File: src/rtl/arf.sv
// Architectural register file with rename alias table. It commits ROB retirements,
// tracks the in-flight producer of each register, and answers dispatch source lookups.
module arf #(
  parameter int N_ARF_REGS     = 32,
  parameter int REG_DATA_WIDTH = 32,
  parameter int ROB_ID_WIDTH   = 4
) (
  input  logic                      clk,
  input  logic                      rst_aL,
  input  logic                      retire,
  input  logic [ROB_ID_WIDTH-1:0]   retire_rob_id,
  input  logic [4:0]                retire_arf_id,
  input  logic [REG_DATA_WIDTH-1:0] retire_reg_data,
  input  logic                      dispatch_fire,
  input  logic                      dispatch_dst_valid,
  input  logic [4:0]                dispatch_dst_arf_id,
  input  logic [ROB_ID_WIDTH-1:0]   dispatch_rob_id,
  input  logic [4:0]                src1_arf_id,
  input  logic [4:0]                src2_arf_id,
  output logic                      src1_renamed,
  output logic [ROB_ID_WIDTH-1:0]   src1_rob_id,
  output logic [REG_DATA_WIDTH-1:0] src1_reg_data,
  output logic                      src2_renamed,
  output logic [ROB_ID_WIDTH-1:0]   src2_rob_id,
  output logic [REG_DATA_WIDTH-1:0] src2_reg_data,
  input  logic                      flush
);

  typedef struct packed {
    logic                      renamed;
    logic [ROB_ID_WIDTH-1:0]   rob_id;
    logic [REG_DATA_WIDTH-1:0] data;
  } lookup_t;

  logic [REG_DATA_WIDTH-1:0] r_data    [N_ARF_REGS];
  logic [ROB_ID_WIDTH-1:0]   r_rat_tag [N_ARF_REGS];
  logic [N_ARF_REGS-1:0]     r_rat_valid;

  logic    w_rename;
  logic    w_retire;
  lookup_t w_src1;
  lookup_t w_src2;

  assign w_rename = dispatch_fire & dispatch_dst_valid & (dispatch_dst_arf_id != 5'd0);
  assign w_retire = retire & (retire_arf_id != 5'd0);

  // Entry 0 is x0: never written, so it stays at its reset value of zero.
  always_ff @(posedge clk or negedge rst_aL) begin
    if (!rst_aL) begin
      r_rat_valid <= '0;
      for (int i = 0; i < N_ARF_REGS; i++) begin
        r_data[i]    <= '0;
        r_rat_tag[i] <= '0;
      end
    end else begin
      for (int i = 1; i < N_ARF_REGS; i++) begin
        if (w_retire && (retire_arf_id == 5'(i)))
          r_data[i] <= retire_reg_data;
        if (flush) begin
          r_rat_valid[i] <= 1'b0;
        end else if (w_rename && (dispatch_dst_arf_id == 5'(i))) begin
          r_rat_valid[i] <= 1'b1;
          r_rat_tag[i]   <= dispatch_rob_id;
        end else if (w_retire && (retire_arf_id == 5'(i)) && r_rat_valid[i] &&
                     (r_rat_tag[i] == retire_rob_id)) begin
          r_rat_valid[i] <= 1'b0;
        end
      end
    end
  end

  // A retire of the current producer forwards its value in the same cycle.
  function automatic lookup_t f_lookup(input logic [4:0] id);
    lookup_t res;
    res = '0;
    if (id != 5'd0) begin
      if (w_retire && (retire_arf_id == id) && r_rat_valid[id] &&
          (r_rat_tag[id] == retire_rob_id)) begin
        res.data = retire_reg_data;
      end else if (r_rat_valid[id]) begin
        res.renamed = 1'b1;
        res.rob_id  = r_rat_tag[id];
      end else begin
        res.data = r_data[id];
      end
    end
    return res;
  endfunction

  always_comb begin
    w_src1 = f_lookup(src1_arf_id);
    w_src2 = f_lookup(src2_arf_id);
  end

  assign src1_renamed  = w_src1.renamed;
  assign src1_rob_id   = w_src1.rob_id;
  assign src1_reg_data = w_src1.data;
  assign src2_renamed  = w_src2.renamed;
  assign src2_rob_id   = w_src2.rob_id;
  assign src2_reg_data = w_src2.data;

endmodule

File: config.mk
export PLATFORM = sky130hd
export DESIGN_NAME = arf
export DESIGN_NICKNAME = d
export VERILOG_FILES = /design/src/rtl/arf.sv
export SDC_FILE = /design/constraint.sdc
export NUM_CORES = 2
export LEC_CHECK = 0
export CAP_MARGIN = 20
export CORE_ASPECT_RATIO = 0.6
export CORE_UTILIZATION = 59
export CTS_CLUSTER_SIZE = 16
export DETAILED_ROUTE_END_ITERATION = 16
export PLACE_DENSITY = 0.85
export SETUP_SLACK_MARGIN = 0.3
export SYNTH_ARGS = -nofsm -noshare
export SYNTH_HDL_FRONTEND = slang
export SYNTH_SLANG_ARGS = --single-unit
File: constraint.sdc
create_clock -name clk -period 8.9 [get_ports clk]
set_input_delay 1.78 -clock clk [delete_from_list [all_inputs] [get_ports clk]]
set_output_delay 1.78 -clock clk [all_outputs]
set_load 0.01 [all_outputs]
==> reports/qor.json <==
{
  "outcome": {"value": "finished clean"},
  "finalMaxSlewViolations": {"value": 0},
  "yosys.area_share.simple": {"value": 2.86, "unit": "%"},
  "setup.worst_path.start": {"value": "src2_arf_id[0]"},
  "leakagePower": {"value": 30.2, "unit": "nW"},
  "synth-adder-area-share": {"value": 0, "unit": "%"},
  "fillerInstances": {"value": 7087},
  "ctsHoldBuffers": {"value": 0},
  "final_nets": {"value": 4253},
  "cp.required": {"value": 7120, "unit": "ps"},
  "capturing_element_type_of_the_critical_path": {"value": "output port"},
  "layout_min_cycle_time": {"value": 7950, "unit": "ps"},
  "synthesis.nets": {"value": 4345},
  "power.internal": {"value": 0.0109, "unit": "W"},
  "vias": {"value": 43153},
  "slew-limit-headroom": {"value": 22.2, "unit": "%"},
  "max_cap_violations": {"value": 0},
  "utilization": {"value": 65.4, "unit": "%"},
  "post_synth_xor_area_fraction": {"value": 1.91, "unit": "%"},
  "insertion_delay": {"value": 730, "unit": "ps"},
  "synth_mux_area_share": {"value": 44.1, "unit": "%"},
  "dpl.hpwl": {"value": 117000, "unit": "um"},
  "worstReg2RegEnd": {"value": "r_rat_valid[21]"},
  "detail_route.vias_per_cell": {"value": 7.57},
  "clock_power_share": {"value": 31.6, "unit": "%"},
  "grt-ovfl-total": {"value": 0},
  "grt_start_max_net_pins": {"value": 181},
  "timing.hold.worst.class": {"value": "reg -> reg"},
  "ctsHtreeMaxLevel": {"value": 3},
  "power.share.sequential": {"value": 45.5, "unit": "%"},
  "core.rowCount": {"value": 93},
  "synth_top_family_by_area": {"value": "multiplexers"},
  "drive_gt1_share": {"value": 51.5, "unit": "%"},
  "hold_viol": {"value": 0},
  "syn_area": {"value": 64300, "unit": "sq um"},
  "grt_setup_unrepaired": {"value": "no"},
  "power.density": {"value": 216, "unit": "nW/um^2"},
  "cts_resized": {"value": 0},
  "floorplan.die_area": {"value": 110000, "unit": "sq um"},
  "share_comb_of_total_power": {"value": 22.8, "unit": "%"},
  "die_w": {"value": 428, "unit": "um"},
  "drcViolationCount": {"value": 0},
  "setup_viol": {"value": 0},
  "syn2layout_area_growth": {"value": 9.51, "unit": "%"},
  "timing_worst_setup_path_type": {"value": "in -> out"},
  "synth_top_flop_cell": {"value": "sky130_fd_sc_hd__dfrtp_1"},
  "yosysWarningCount": {"value": 37},
  "buffers_on_ports": {"value": 139},
  "io_pins": {"value": 140},
  "first_global_vias": {"value": 43600},
  "path_max_fanout": {"value": 73},
  "multi_input_comb_area": {"value": 33600, "unit": "sq um"},
  "finalWeightedCongestion": {"value": 1.03},
  "synth_seq_area_share": {"value": 44.7, "unit": "%"},
  "regToRegSetupSlack": {"value": 7330, "unit": "ps"},
  "cts.root.buffer_cell": {"value": "sky130_fd_sc_hd__clkbuf_16"},
  "synth_instances": {"value": 4279},
  "ys_async_sr_fraction": {"value": 100, "unit": "%"},
  "clk_pin_slew_worst_paths": {"value": 60, "unit": "ps"},
  "clock.fmax": {"value": 126, "unit": "MHz"},
  "pre_repair_dr_iteration_count": {"value": 6},
  "initial_core_utilization": {"value": 59.7, "unit": "%"},
  "syn-mean-instance-area": {"value": 15.0, "unit": "sq um"},
  "cts_num_sinks": {"value": 1147},
  "ff_latch_area": {"value": 28700, "unit": "sq um"},
  "ys_ff_latch": {"value": 1147},
  "synth_cell_types": {"value": 69},
  "synth_enable_flop_cells": {"value": 0},
  "tritoncts": {"value": "done"},
  "ant_nets": {"value": 0},
  "sw_frac_of_total": {"value": 28.3, "unit": "%"},
  "timing.reg2reg.worst_path_depth": {"value": 4},
  "antenna_found_initial": {"value": 9},
  "timing.critical_path.arrival": {"value": 6170, "unit": "ps"},
  "wl": {"value": 203000, "unit": "um"},
  "regToRegStartpoint": {"value": "r_rat_tag[41]"},
  "cp-endpoint": {"value": "src2_reg_data[2]"},
  "number_of_buffers_inserted_during_clock_tree_synthesis": {"value": 105},
  "worst_slew_pin_slew": {"value": 1160, "unit": "ps"},
  "avgRoutedWirePerCell": {"value": 35.5, "unit": "um"},
  "global_route_wire_length_before_repair": {"value": 302000, "unit": "um"},
  "skew": {"value": 21.3, "unit": "ps"},
  "place_worst_setup_slack": {"value": 1170, "unit": "ps"},
  "design_power_total": {"value": 0.0152, "unit": "W"},
  "gr-usage-all-layers": {"value": 37.2, "unit": "%"},
  "min_period_over_period": {"value": 89.3, "unit": "%"},
  "setup_total_neg_slack": {"value": 0, "unit": "ps"},
  "cts_setup_buffers": {"value": 0},
  "ir_drop": {"value": 0.180, "unit": "mV"},
  "core_region_area": {"value": 108000, "unit": "sq um"},
  "p_sw": {"value": 0.00431, "unit": "W"},
  "layout_setup_ws": {"value": 953, "unit": "ps"},
  "chipHeight": {"value": 258, "unit": "um"},
  "drt-initial-drc-count": {"value": 6484},
  "synth_compound_gate_area_share": {"value": 3.11, "unit": "%"},
  "cts_buffer_depth": {"value": 3},
  "critPathLaunchType": {"value": "primary input"}
}
-- metrics by stage --
stage               instance area [sq um]  std cells  hold WS (ps)
CTS                                 70100       5685           525
global route                        70400       5696           540
global placement                    66400       5492           499
floorplan                           64300       4279           476
finish                              70400       5698           525
detailed placement                  66500       5494           510
-- Yosys cell counts (9+ instances only) --
library cell / count / share of area, %
sky130_fd_sc_hd__a21oi_1: 16 / 0.12
sky130_fd_sc_hd__a22o_1: 65 / 0.89
sky130_fd_sc_hd__a22oi_1: 23 / 0.27
sky130_fd_sc_hd__a31o_1: 25 / 0.34
sky130_fd_sc_hd__a31o_2: 41 / 0.56
sky130_fd_sc_hd__a32o_1: 9 / 0.14
sky130_fd_sc_hd__a41o_1: 14 / 0.22
sky130_fd_sc_hd__buf_1: 52 / 0.30
sky130_fd_sc_hd__buf_2: 111 / 0.86
sky130_fd_sc_hd__buf_4: 11 / 0.13
sky130_fd_sc_hd__buf_6: 23 / 0.40
sky130_fd_sc_hd__clkbuf_1: 258 / 1.5
sky130_fd_sc_hd__dfrtp_1: 1147 / 45
sky130_fd_sc_hd__mux2_2: 1196 / 21
sky130_fd_sc_hd__mux2i_1: 92 / 1.4
sky130_fd_sc_hd__mux4_1: 10 / 0.41
sky130_fd_sc_hd__mux4_2: 608 / 21
sky130_fd_sc_hd__nand2_1: 76 / 0.44
sky130_fd_sc_hd__nand2b_1: 14 / 0.14
sky130_fd_sc_hd__nand3_1: 29 / 0.23
sky130_fd_sc_hd__nand4_1: 12 / 0.12
sky130_fd_sc_hd__nor2_1: 121 / 0.71
sky130_fd_sc_hd__nor2b_1: 33 / 0.32
sky130_fd_sc_hd__nor3_1: 49 / 0.38
sky130_fd_sc_hd__nor4_1: 21 / 0.20
sky130_fd_sc_hd__xnor2_1: 42 / 0.57
sky130_fd_sc_hd__xor2_1: 98 / 1.3
-- registers in the layout (all words and copies together) (netlist names) --
name / flops
r_data: 992
r_rat_valid: 31
r_rat_tag: 124
-- logic make-up (layout without fill, tap and decap cells) --
group	Yosys count	count (layout)
muxes	1907	1907
DFF	1147	1147
buffers and inverters	465	457
and+or+nand+nor	382	382
AOI/OAI and AO/OA	238	238
xor gates and xnor gates	140	140
other	0	2
-- power by group through the flow --
| stage | logic (W) | clock network, W | registers, W |
|---|---|---|---|
| 3_3_place_gp | 0.00330 | 0 | 0.00684 |
| 5_1_grt | 0.00365 | 0.00504 | 0.00701 |
| 3_5_place_dp | 0.00340 | 0 | 0.00694 |
| 4_1_cts | 0.00343 | 0.00482 | 0.00687 |
| 2_1_floorplan | 0.00253 | 0 | 0.00667 |
| 6_report | 0.00347 | 0.00481 | 0.00692 |
-- per-layer routing --
layer	track usage, %	up-vias	part of all wire, %
li1	-	16351	-
met1	52.6	22935	38
met2	52.5	3277	43
met3	13.6	580	14
met4	15.3	10	4.5
met5	0.462	-	0.063
-- final cells by class --
type	instances	share of cell area [%]
clock inverter	42	0.731
clock buffer	149	4.37
tap	1425	2.53
timing repair buffer	260	3.77
sequential	1147	40.8
multi-input combinational	2667	47.8
antenna	2	0.00711
inverter	6	0.0391
-- worst max-delay path: stages --
cell and delay [ps]:
sky130_fd_sc_hd__buf_8 550, sky130_fd_sc_hd__nor2b_1 910, sky130_fd_sc_hd__a22oi_1 240, sky130_fd_sc_hd__a21oi_1 530
sky130_fd_sc_hd__nor2_1 90, sky130_fd_sc_hd__a21oi_1 170, sky130_fd_sc_hd__and4b_2 770, sky130_fd_sc_hd__buf_12 280
sky130_fd_sc_hd__a31o_2 220, sky130_fd_sc_hd__clkdlybuf4s50_1 540
-- worst min path at each step --
stage,from,to,slack [ps],cells after the start
after floorplan,r_rat_valid[12],r_rat_valid[12],480,2
after global placement,r_data[898],r_data[898],500,1
after detailed placement,r_data[426],r_data[426],510,1
after CTS,r_data[441],r_data[441],530,1
after global routing,r_data[333],r_data[333],540,1
final,r_data[441],r_data[441],530,1
-- cell usage in the layout, fill, tap and decap left out, drive strengths merged, types with 22 or more instances in the layout --
master         count
a22o              65
a22oi             23
a31o              66
buf              138
clkbuf           149
clkdlybuf4s50    122
clkinv            22
dfrtp           1147
mux2            1197
mux2i             92
mux4             618
nand2             76
nand3             29
nor2             122
nor2b             33
nor3              49
nor4              23
xnor2             42
xor2              98
No activity file was read; power rests on OpenSTA's default activity.
